<file path="src/rtl/pwm_pkg.sv">
// Shared types and constants for the PWM capture path.
package pwm_pkg;

   typedef enum logic [1:0] {
      IDLE,
      HIGH,
      LOW
   } cap_state_t;

   // Duty code meaning 100 % for an r-bit resolution generator.
   function automatic int unsigned DUTY_FULL(input int unsigned r);
      return 32'd1 << r;
   endfunction

endpackage

</file>
<file path="src/rtl/pwm_duty_div.sv">
// Restoring divider producing an (R+1)-bit duty quotient, one bit per cycle, MSB first.
module pwm_duty_div
   import pwm_pkg::*;
#(
   parameter int R     = 8,
   parameter int CNT_W = 32
) (
   input  logic               clk,
   input  logic               reset_n,
   input  logic               start,
   input  logic               abort,
   input  logic [CNT_W+R-1:0] dividend,
   input  logic [CNT_W-1:0]   divisor,
   output logic               busy,
   output logic               done,
   output logic [R:0]         quotient
);

   localparam int IDX_W = $clog2(R + 1);

   logic             busy_q, busy_d;
   logic [IDX_W-1:0] idx_q, idx_d;
   logic [CNT_W:0]   rem_q, rem_d;
   logic [CNT_W-1:0] dsr_q, dsr_d;
   logic [R-1:0]     dlo_q, dlo_d;
   logic [R-1:0]     quo_q, quo_d;
   logic             ge;
   logic [CNT_W-1:0] diff;

   // Partial remainder stays below the divisor after each step, so CNT_W bits hold the difference.
   always_comb begin
      ge     = (rem_q >= {1'b0, dsr_q});
      diff   = ge ? (rem_q[CNT_W-1:0] - dsr_q) : rem_q[CNT_W-1:0];
      busy_d = busy_q;
      idx_d  = idx_q;
      rem_d  = rem_q;
      dsr_d  = dsr_q;
      dlo_d  = dlo_q;
      quo_d  = quo_q;
      if (abort) begin
         busy_d = 1'b0;
      end else if (busy_q) begin
         rem_d = {diff, dlo_q[R-1]};
         dlo_d = dlo_q << 1;
         quo_d = {quo_q[R-2:0], ge};
         idx_d = idx_q - IDX_W'(1);
         if (idx_q == '0) begin
            busy_d = 1'b0;
         end
      end else if (start) begin
         busy_d = 1'b1;
         idx_d  = IDX_W'(R);
         rem_d  = {1'b0, dividend[CNT_W+R-1:R]};
         dlo_d  = dividend[R-1:0];
         dsr_d  = divisor;
         quo_d  = '0;
      end
   end

   always_ff @(posedge clk or negedge reset_n) begin
      if (!reset_n) begin
         busy_q <= 1'b0;
         idx_q  <= '0;
      end else begin
         busy_q <= busy_d;
         idx_q  <= idx_d;
      end
   end

   always_ff @(posedge clk) begin
      rem_q <= rem_d;
      dsr_q <= dsr_d;
      dlo_q <= dlo_d;
      quo_q <= quo_d;
   end

   assign busy     = busy_q;
   assign done     = busy_q && (idx_q == '0) && !abort;
   assign quotient = {quo_q, ge};

endmodule

</file>
<file path="src/rtl/pwm_capture.sv">
// Measures an external PWM input: period, high time and duty in the generator's R+1-bit code,
// with stuck-input detection and a sticky overrun flag.
module pwm_capture
   import pwm_pkg::*;
#(
   parameter int R       = 8,
   parameter int CNT_W   = 32,
   parameter int TIMEOUT = 2_000_000
) (
   input  logic             clk,
   input  logic             reset_n,
   input  logic             pwm_in,
   input  logic             clr_ovr,
   output logic [R:0]       duty,
   output logic [CNT_W-1:0] period,
   output logic [CNT_W-1:0] high_time,
   output logic             valid,
   output logic             stuck_hi,
   output logic             stuck_lo,
   output logic             overrun
);

   localparam logic [R:0]       FULL    = (R+1)'(DUTY_FULL(R));
   localparam logic [CNT_W-1:0] TO_LAST = CNT_W'(TIMEOUT - 1);
   localparam logic [CNT_W-1:0] TO_MAX  = CNT_W'(TIMEOUT);

   logic             sync_q, pin_s_q, pin_p_q;
   cap_state_t       state_q, state_d;
   logic [CNT_W-1:0] cnt_q, cnt_d;
   logic [CNT_W-1:0] hi_cnt_q, hi_cnt_d;
   logic [CNT_W-1:0] to_cnt_q, to_cnt_d;
   logic [CNT_W-1:0] per_snap_q, per_snap_d;
   logic [CNT_W-1:0] hi_snap_q, hi_snap_d;
   logic [R:0]       duty_q, duty_d;
   logic [CNT_W-1:0] period_q, period_d;
   logic [CNT_W-1:0] high_q, high_d;
   logic             valid_q, valid_d;
   logic             stuck_hi_q, stuck_hi_d;
   logic             stuck_lo_q, stuck_lo_d;
   logic             overrun_q, overrun_d;

   logic             rise, fall, edge_s, tmo, complete, div_start;
   logic             div_busy, div_done;
   logic [R:0]       div_quo;

   pwm_duty_div #(
      .R     (R),
      .CNT_W (CNT_W)
   ) u_div (
      .clk      (clk),
      .reset_n  (reset_n),
      .start    (div_start),
      .abort    (tmo),
      .dividend ({hi_cnt_q, {R{1'b0}}}),
      .divisor  (cnt_q),
      .busy     (div_busy),
      .done     (div_done),
      .quotient (div_quo)
   );

   always_comb begin
      rise      = pin_s_q & ~pin_p_q;
      fall      = ~pin_s_q & pin_p_q;
      edge_s    = rise | fall;
      // An edge in the same cycle restarts the stuck counter instead of timing out.
      tmo       = ~edge_s && (to_cnt_q == TO_LAST);
      complete  = (state_q == LOW) && rise;
      div_start = complete && !div_busy;

      state_d = state_q;
      case (state_q)
         IDLE:    if (rise) state_d = HIGH;
         HIGH:    if (fall) state_d = LOW;
         LOW:     if (rise) state_d = HIGH;
         default: state_d = IDLE;
      endcase
      if (tmo) begin
         state_d = IDLE;
      end

      cnt_d      = rise ? CNT_W'(1) : cnt_q + CNT_W'(1);
      hi_cnt_d   = ((state_q == HIGH) && fall) ? cnt_q : hi_cnt_q;
      to_cnt_d   = edge_s ? CNT_W'(1) :
                   (to_cnt_q != TO_MAX) ? to_cnt_q + CNT_W'(1) : to_cnt_q;
      per_snap_d = div_start ? cnt_q : per_snap_q;
      hi_snap_d  = div_start ? hi_cnt_q : hi_snap_q;
      overrun_d  = (complete && div_busy) || (overrun_q && !clr_ovr);

      duty_d     = duty_q;
      period_d   = period_q;
      high_d     = high_q;
      stuck_hi_d = stuck_hi_q;
      stuck_lo_d = stuck_lo_q;
      valid_d    = 1'b0;
      if (tmo) begin
         duty_d     = pin_s_q ? FULL : '0;
         period_d   = '0;
         high_d     = '0;
         stuck_hi_d = pin_s_q;
         stuck_lo_d = ~pin_s_q;
         valid_d    = 1'b1;
      end else if (div_done) begin
         duty_d     = div_quo;
         period_d   = per_snap_q;
         high_d     = hi_snap_q;
         stuck_hi_d = 1'b0;
         stuck_lo_d = 1'b0;
         valid_d    = 1'b1;
      end
   end

   always_ff @(posedge clk or negedge reset_n) begin
      if (!reset_n) begin
         sync_q     <= 1'b0;
         pin_s_q    <= 1'b0;
         pin_p_q    <= 1'b0;
         state_q    <= IDLE;
         to_cnt_q   <= '0;
         duty_q     <= '0;
         period_q   <= '0;
         high_q     <= '0;
         valid_q    <= 1'b0;
         stuck_hi_q <= 1'b0;
         stuck_lo_q <= 1'b0;
         overrun_q  <= 1'b0;
      end else begin
         sync_q     <= pwm_in;
         pin_s_q    <= sync_q;
         pin_p_q    <= pin_s_q;
         state_q    <= state_d;
         to_cnt_q   <= to_cnt_d;
         duty_q     <= duty_d;
         period_q   <= period_d;
         high_q     <= high_d;
         valid_q    <= valid_d;
         stuck_hi_q <= stuck_hi_d;
         stuck_lo_q <= stuck_lo_d;
         overrun_q  <= overrun_d;
      end
   end

   always_ff @(posedge clk) begin
      cnt_q      <= cnt_d;
      hi_cnt_q   <= hi_cnt_d;
      per_snap_q <= per_snap_d;
      hi_snap_q  <= hi_snap_d;
   end

   assign duty      = duty_q;
   assign period    = period_q;
   assign high_time = high_q;
   assign valid     = valid_q;
   assign stuck_hi  = stuck_hi_q;
   assign stuck_lo  = stuck_lo_q;
   assign overrun   = overrun_q;

endmodule
</file>
<file path="config.mk">
export PLATFORM = sky130hd
export DESIGN_NAME = pwm_capture
export DESIGN_NICKNAME = d
export VERILOG_FILES = /design/src/rtl/pwm_pkg.sv /design/src/rtl/pwm_duty_div.sv /design/src/rtl/pwm_capture.sv
export SDC_FILE = /design/constraint.sdc
export NUM_CORES = 1
export LEC_CHECK = 0
export BUFFER_PORTS_ARGS = -buffer_cell sky130_fd_sc_hd__buf_2
export CORE_ASPECT_RATIO = 1.25
export CORE_MARGIN = 1.5
export CORE_UTILIZATION = 57
export CTS_BUF_LIST = sky130_fd_sc_hd__clkbuf_4
export CTS_CLUSTER_SIZE = 12
export DETAILED_ROUTE_END_ITERATION = 12
export PLACE_DENSITY = 0.78
export SLEW_MARGIN = 40
export SYNTH_ARGS = -nofsm -noshare
export SYNTH_HDL_FRONTEND = slang
export SYNTH_HIERARCHICAL = 1
export SYNTH_SLANG_ARGS = --single-unit
</file>
<file path="constraint.sdc">
create_clock -name clk -period 10.59 [get_ports clk]
set_clock_uncertainty 0.1 [all_clocks]
set_input_delay 1.5885 -clock clk [delete_from_list [all_inputs] [get_ports clk]]
set_output_delay 1.5885 -clock clk [all_outputs]
set_load 0.01 [all_outputs]
</file>
======== Word level (Yosys, flattened, before mapping) ========
Index checks and enable logic that the tools add are counted.
operators by class
  add/subtract/negate cells ............... 4
  bitwise operators ....................... 8
  muxes and demuxes ....................... 30
  equality and inequality tests ........... 6
  $lt $le $gt $ge ......................... 1
  reduce and logical (&&, ||, !) cells .... 21
operator list
  kind                                                                      number
  32-bit 2-to-1 mux                                                         7
  33-bit 2-to-1 mux                                                         2
  32-bit by 1-bit adder with 32-bit output (second input constant)          2
  33-bit by 32-bit >= comparator with 1-bit output                          1
  32-bit by 21-bit equality test with 1-bit output (second input constant)  1
  32-bit by 21-bit != test with 1-bit output (second input constant)        1
  32-bit subtractor                                                         1
  9-bit 2-to-1 mux                                                          3
  8-bit 2-to-1 mux                                                          3
  1-bit 2-to-1 mux                                                          9
  1-bit logical AND                                                         8
  4-bit 2-to-1 mux                                                          2
  2-bit 2-to-1 mux                                                          3
  2-bit nonzero test                                                        3
  1-bit NOT                                                                 5
  4-bit zero test                                                           1
  2-bit case mux with 2 select lines                                        1
  2-bit AND reduction                                                       2
  4-bit by 1-bit subtractor with 4-bit output (second input constant)       1
  1-bit zero test                                                           3
  3-bit by 1-bit != test with 1-bit output (second input constant)          1
  3-bit by 2-bit != test with 1-bit output (second input constant)          1
  3-bit AND reduction                                                       1
  1-bit bitwise AND                                                         2
  6 further kinds                                                           6
word-level totals
  word-level logic and storage cells ...... 93
  output and inout port bits .............. 77
  input bits .............................. 4
  register bits after elaboration ......... 327

======== Longest topological paths before layout ========
Gate-level depths: netlist of run 1.
  word-level depth ........................ 9
  mapped depth ............................ 12
  mapped depth without buffers ............ 12

======== By module ========
Netlist of run 1, hierarchy kept.
modules (own cells, without submodules)
  module        cells each  instances  seq. area each (µm²)  area each (µm²)
  pwm_capture   698         1          6376.1                9321.4
  pwm_duty_div  540         1          2557.5                5375.2

======== Worst setup path before layout of run 1 ========
No wires, ideal clock.
  path kind ............................... register -> register
  start point ............................. reg pin_p_q
  end point ............................... reg u_div.dsr_q[0] (enable)
  stages on the path, launching flop included .. 6
  buffers on the path ..................... 1
  slack ................................... 453 ps
  data required time ...................... 10018 ps
  data arrival time ....................... 9565 ps
  library setup time ...................... 472 ps
  period minus slack after synthesis ...... 10137 ps
  path through ............................ dfrtp_1 -> inv_1 -> ha_1 -> clkbuf_1 -> nor4bb_1 -> nor3b_1
between the ends
  elaborated cells on any way between the ends .. 10
  classes of those cells .................. bitwise (6); reduce/logical (4)
RTL lines
  item                                  line                text
  start: declaration                    pwm_capture.sv:27   logic sync_q, pin_s_q, pin_p_q;
  start signal: assignment              pwm_capture.sv:129  pin_p_q <= pin_s_q;
  1-bit NOT                             pwm_capture.sv:62   rise = pin_s_q & ~pin_p_q;
  1-bit bitwise AND                     pwm_capture.sv:62
  named net rise                        pwm_capture.sv:42   logic rise, fall, edge_s, tmo, complete, div_start;
  1-bit logical AND                     pwm_capture.sv:67   complete = (state_q == LOW) && rise;
  1-bit logical AND                     pwm_capture.sv:68   div_start = complete && !div_busy;
  named net div_start                   pwm_capture.sv:42
  3-bit AND reduction (no source line)  n/a
  end signal: assignment                pwm_duty_div.sv:72  dsr_q <= dsr_d;
  end: declaration                      pwm_duty_div.sv:24  logic [CNT_W-1:0] dsr_q, dsr_d;
The timed path passes the listed nets, and every way through them passes these cells.
A chain may end at the register's enable or synchronous reset.

======== Worst setup path in the final report of run 1 ========
  start point ............................. reg pin_s_q
  end point ............................... reg stuck_lo_q, in the netlist stuck_lo
between the ends
  cells in the longest elaborated chain, start to end .. 8
  elaborated cells on any way between the ends .. 10
  classes of those cells .................. mux (1); bitwise (5); reduce/logical (4)
RTL lines
  item                                   line                text
  start: declaration                     pwm_capture.sv:27
  start signal: assignment               pwm_capture.sv:128  pin_s_q <= sync_q;
  1-bit NOT                              pwm_capture.sv:63   fall = ~pin_s_q & pin_p_q;
  1-bit bitwise AND                      pwm_capture.sv:63
  1-bit OR *                             pwm_capture.sv:64   edge_s = rise | fall;
  1-bit NOT *                            pwm_capture.sv:66   tmo = ~edge_s && (to_cnt_q == TO_LAST);
  1-bit logical AND *                    pwm_capture.sv:66
  named net tmo                          pwm_capture.sv:42
  1-bit zero test *                      pwm_duty_div.sv:78  assign done = busy_q && (idx_q == '0) && !abort;
  1-bit logical AND *                    pwm_duty_div.sv:78
  named net div_done                     pwm_capture.sv:43   logic div_busy, div_done;
  2-bit nonzero test (no source line) *  n/a
  end signal: assignment                 pwm_capture.sv:137  stuck_lo_q <= stuck_lo_d;
  end: declaration                       pwm_capture.sv:39   logic stuck_lo_q, stuck_lo_d;
Mark *: on every way through the listed nets, which the timed path passes. The rest lies on a longest branch.

==> results by group, run 1 <==
Run status
  – Status: complete, no violations

Floorplan
  – Core box area: 25300 um^2
  – Number of I/O pins: 81
  – Initial Util: 58.1%
  – Die area: about 27000 um^2
  – Die Height: roughly 180 um
  – Die Wd: 147 um
  – Rows: 65

Power
  – Worst ir drop on vdd: 0.122 mV
  – Pwr/cell area: between 200 and 300 nW/um^2
  – Overall Power: ~4.1 mW
  – LEAKAGE: a little under 7 nW

Timing
  – Worst-margin pin slew: 0.792 ns
  – Max Clk Rate: around 260 MHz
  – Final Hold Viols: 0
  – Setup ws final: slightly below 7 ns
  – TNS Setup: 0 ns
  – Final hold slack: roughly 0.27 ns
  – Slew HR: 46.8%
  – Final setup fails: 0
  – Fin crit period: ~3.8 ns
  – Slew Viols, Final: 0
  – Final worst path period share: 36.1%
  – RSZ-0062 raised after global routing: no

Final layout
  – Layout cell share with drive strength beyond 1: 18.6%
  – Design area: roughly 17000 um^2
  – Final Util: about 65%
  – Syn-to-layout area delta: 12.7%
  – Non-Filler Instances: 1772
  – Nets@finish: about 1400

CTS
  – Hold-fix buffers, CTS: 0
  – PostCTS Resize Cnt: 0
  – # clock sinks: around 330
  – Clk_lat worst skew: 0.69 ns
  – H-tree depth: 3
  – Post-CTS setup buffer count: 0
  – Clock-pin slew on the worst setup and hold paths: approximately 0.07 ns
  – Deepest clock path buffer count: 3
  – Cts bufs inserted: 79
  – CTS tree: yes
  – CTS root buffer: clkbuf_4

Detailed routing
  – Remaining DRCs: 0
  – Routed WL: 30600 um
  – ANT nets after route: 0
  – Avg WL per Cell: 17.3 um
  – DRT iter0 DRCs: roughly 710
  – Vias per cell: around 5.5
  – Vias: approximately 9800
  – First-pass detailed-route iteration total: 5

Hold path
  – Hold crit path type: flop to flop

Yosys
  – Synth cell types: 67
  – Ys Warns: 6
  – Synth top area cells: edfxtp_1 36%, dfrtp_1 20%, mux2i_1 5.4%
  – Post-synth EDFFs: around 180
  – Mapped Cells: between 1000 and 1500
  – Synth top cells by count: 177 x edfxtp_1, 172 x nor2_1, 119 x dfrtp_1, 79 x mux2i_1, 58 x nand2_1
  – Post-synth ARST share: ~36%
  – Seq/Total Area, Yosys: 60.8%
  – Mean Syn Cell Area: ~12 um^2
  – Top-area cell type share of the netlist area: around 36%
  – Top FF cell, synth: edfxtp_1
  – Synth Register Bits: ~330
  – Count leader, synth: edfxtp_1
  – Post-synth top area cell: edfxtp_1
  – Synthesized area: roughly 15000 um^2

GRT
  – Number of global-route vias before repair: between 10000 and 15000
  – Total GRT Usage: around a quarter
  – Initial antenna violation count: 1
  – Pin count of the biggest net entering global routing: just over 80
  – First-pass GRT wire length: ~50000 um
  – Total congestion overflow: 0

Place
  – I/O Buffers: 80
  – Dpl cells: between 1500 and 2000
  – Placed cell areas: 15500 um^2
  – HPWL Detailed: roughly 20000 um
  – Gp weighted congestion: slightly above 0.9
  – Setup WS pre-CTS: 6.48 ns

Run
  – Total of max-cap violations: 0

Setup path
  – CP Launch Type: flop
  – Setup crit end kind: flop
  – CP required: between 10 and 15 ns
  – Largest fanout on the critical path: 40
  – Worst path arrival time: between 4 and 5 ns
  – Kind of critical path: flop to flop
==> sequential cells by signal (all words and copies together), names as in the netlist, 2 cells and up <==
register,count
u_div/rem_q,33
cnt_q,32
hi_cnt_q,32
hi_snap_q,32
high_time,32
per_snap_q,32
period,32
to_cnt_q,32
u_div/dsr_q,32
duty,9
u_div/dlo_q,8
u_div/quo_q,8
u_div/idx_q,4
state_q,2
==> cells in the final DEF, fill, tap and decap left out, types with 13 or more instances in the layout <==
| cell type | instances |
|---|---|
| o21ai_0 | 38 |
| dfxtp_1 | 32 |
| xnor2_1 | 41 |
| xor2_1 | 36 |
| nand2_1 | 58 |
| mux2i_1 | 79 |
| and2_1 | 34 |
| clkbuf_4 | 122 |
| a21oi_1 | 54 |
| nor2b_1 | 13 |
| edfxtp_1 | 177 |
| nor2_1 | 170 |
| nand4_1 | 35 |
| nand3_1 | 38 |
| buf_2 | 79 |
| inv_1 | 54 |
| ha_1 | 38 |
| clkinv_1 | 16 |
| dfrtp_1 | 118 |
| mux2_2 | 14 |
==> power by group <==
part | internal [mW] | leakage [nW] | switching, mW
Sequential | 1.65 | 3.43 | 0.159
Clock | 0.578 | 0.639 | 0.491
Combinational | 0.509 | 2.68 | 0.760
==> cells by family (layout without fill, tap and decap cells) <==
kind of cell	after synthesis	count (layout)	synth area share, %
buffers and inverters	106	297	3.03
adders and majority gates	40	40	3.46
other	1	9	0.0255
xor gates and xnor gates	77	77	4.59
muxes	93	93	6.45
AOI/OAI and AO/OA	162	162	6.89
and+or+nand+nor	431	431	14.8
DFF	328	328	60.8
==> worst max-delay path, stage by stage, from the launching register on <==
cell and delay, ns:
dfrtp_1 0.39, inv_1 0.09, ha_2 0.61, nand2_1 0.11
or4_4 0.46, nor4_4 0.34, nand2b_1 0.26, nor2_4 0.05
buf_4 0.30, buf_4 0.44, or2_2 0.40, o21ai_0 0.14
==> area by class of cell <==
class	instances	area (um^2)
timing repair buffer	94	523
inverter	56	210
clock buffer	122	916
antenna	1	2.50
tap	335	419
multi-input combinational	811	5390
fill	1884	8730
sequential	328	8930
clock inverter	25	159
==> worst paths after layout <==
check	from	end	slack [ns]	depth (start not counted)
max	pin_s_q	stuck_lo	6.77	11
max in group asynchronous	reset_n	duty[8]	8.77	2
max reg2reg	pin_s_q	stuck_lo	6.77	11
min in group asynchronous	reset_n	high_time[9]	0.75	1
min reg2reg	sync_q	pin_s_q	0.27	0
min	sync_q	pin_s_q	0.27	0
==> routing by layer <==
| metal | up-vias | wire length [um] | track usage (%) |
|---|---|---|---|
| met4 | 0 | 845 | 10.1 |
| met3 | 57 | 1440 | 4.75 |
| met5 | - | 0 | 0 |
| met2 | 252 | 15400 | 39.8 |
| li1 | 4723 | - | - |
| met1 | 4788 | 13000 | 29.4 |
No activity file was read; power rests on OpenSTA's default activity.
==> run 2: changes to the inputs <==
- clock period: 10.59 -> 3.5 ns (I/O delays scaled with it)
==> results by group, run 2 (synthesis results as in run 1) <==
Run status
  – Status: complete, no violations

Timing
  – Final setup fails: 0
  – Slew Viols, Final: 0
  – Max Clk Rate: 307 MHz
  – RSZ-0062 raised after global routing: no
  – Final Hold Viols: 0
  – Worst-margin pin slew: 0.734 ns
  – Fin crit period: 3.26 ns
  – TNS Setup: 0 ns
  – Slew HR: approximately half
  – Final worst path period share: ~93%

GRT
  – Pin count of the biggest net entering global routing: 120
  – Initial antenna violation count: 1
  – Total GRT Usage: 23.8%
  – Total congestion overflow: 0
  – First-pass GRT wire length: 50500 um
  – Number of global-route vias before repair: between 10000 and 15000

Floorplan
  – Rows: 65
  – Initial Util: about three fifths
  – Die Wd: about 150 um
  – Core box area: 25300 um^2
  – Die area: approximately 27000 um^2
  – Die Height: 183 um
  – Number of I/O pins: just over 80

CTS
  – CTS tree: yes
  – Clock-pin slew on the worst setup and hold paths: about 0.06 ns
  – Deepest clock path buffer count: 3
  – Cts bufs inserted: 80
  – Clk_lat worst skew: 0.71 ns
  – Post-CTS setup buffer count: 0
  – CTS root buffer: clkbuf_4
  – H-tree depth: 3
  – # clock sinks: 328

Hold path
  – Hold path start: sync_q
  – Hold crit path type: flop to flop
  – WHS Path Cells: 0
  – Hold path endpoint: pin_s_q

Setup path
  – Setup slack on the worst flop-to-flop path: roughly 0.24 ns
  – Slowest-stage cell, CP: or3b_2
  – R2R Path Start: u_div/rem_q[14]
  – Setup crit end kind: flop
  – CP peak stage delay: about 0.47 ns
  – R2R cell count: 9
  – CP required: 3.91 ns
  – Worst path arrival time: 3.67 ns
  – Kind of critical path: flop to flop
  – CP top delay family: simple AND/OR/NAND/NOR gates
  – CP bufs+invs: 1
  – Largest fanout on the critical path: 20
  – CP Cell Sequence: ha_1 -> nand4_1 -> nor4_1 -> o211ai_2 -> a21oi_2 -> a2111oi_4 -> buf_4 -> or3b_2 -> a41oi_1
  – CP Launch Type: flop
  – RR Endpoint: u_div/rem_q[26]

Final layout
  – Final Util: 66.3%
  – Layout cell share with drive strength beyond 1: a little under a fifth
  – Commonest cells after routing, fill and taps aside: 177 x edfxtp_1, 170 x nor2_1, 122 x clkbuf_4, 118 x dfrtp_1
  – Max reg flops: 33
  – Top reg by flops: u_div/rem_q
  – Non-Filler Instances: approximately 1800
  – Syn-to-layout area delta: 14.2%
  – Nets@finish: about 1400
  – Storage cell area: 8930 um^2
  – Multi-input logic area: about 5400 um^2
  – Most common cell after layout, fill and taps aside: edfxtp_1
  – Number of fill cells in the layout: ~1900

Detailed routing
  – Routed WL: a little over 30000 um
  – Avg WL per Cell: ~17 um
  – First-pass detailed-route iteration total: 5
  – ANT nets after route: 0
  – Vias per cell: roughly 5.5
  – Remaining DRCs: 0
  – DRT iter0 DRCs: 560
  – Vias: approximately 9900

Power
  – Worst ir drop on vdd: between 0.3 and 0.4 mV
  – Overall Power: 12.8 mW
  – Pwr/cell area: 761 nW/um^2
  – LEAKAGE: a little under 7 nW

Run
  – Total of max-cap violations: 0

Place
  – I/O Buffers: 80
  – Dpl cells: between 1500 and 2000
  – HPWL Detailed: 20200 um
  – Gp weighted congestion: between 0.9 and 1
## run 2: cell count changes in the layout (fill, tap and decap cells not counted), moves of 2 or more
cell	delta
dlygate4sd3_1	+3
buf_6	-3
clkinv_1	+5
buf_12	+5
nor4_2	+2
nor4_4	-2
clkinv_2	-3
buf_4	+11
inv_2	-2
## run 2: worst max path at each step
stage	to	slack [ns]	cells past startpoint	start
after floorplan	u_div/dsr_q[0]	-1.49	5	pin_p_q
after global routing	u_div/rem_q[30]	0.005	10	u_div/rem_q[14]
after detailed placement	u_div/rem_q[16]	0.20	10	u_div/rem_q[11]
after CTS	u_div/rem_q[29]	0.18	13	u_div/rem_q[0]
final	u_div/rem_q[26]	0.24	9	u_div/rem_q[14]
after global placement	u_div/rem_q[29]	0.29	13	u_div/rem_q[0]
## run 2: stage by stage
step / setup WS, ns / hold slack (ns) / instance area (um^2)
global placement: 0.287 / 0.236 / 15600
detailed placement: 0.199 / 0.243 / 15600
CTS: 0.183 / 0.258 / 16700
global route: 0.00485 / 0.259 / 16800
finish: 0.239 / 0.253 / 16800
floorplan: -1.49 / 0.129 / 14800
## run 2: timing repair
item | in CTS | in global routing
gates resized for setup | 0 | 2
setup endpoints to repair | 0 | 3
endpoints found under the hold margin | 121 | 0
hold buffers | 3 | 0
## run 2: per-layer routing
layer	wire [um]	global-route usage, %	vias up
met1	13100	29.0	4876
met2	16100	41.8	223
li1	-	-	4755
met4	566	9.01	0
met5	0	0	-
met3	1310	4.50	50
## run 2: power by group
part / internal, mW / switching, mW
Clock: 1.82 / 1.48
Sequential: 4.99 / 0.504
Combinational: 1.65 / 2.32
Total: 8.45 / 4.31
## run 2: layout make-up
class                   count  share of cell area [%]
multi-input cells         811                    32.1
inverters                  56                    1.28
well taps                 335                    2.50
clock buffers             122                    5.46
flip-flops and latches    328                    53.3
repair buffers            111                    4.27
clock inverters            26                    1.08
diodes                      1                  0.0149
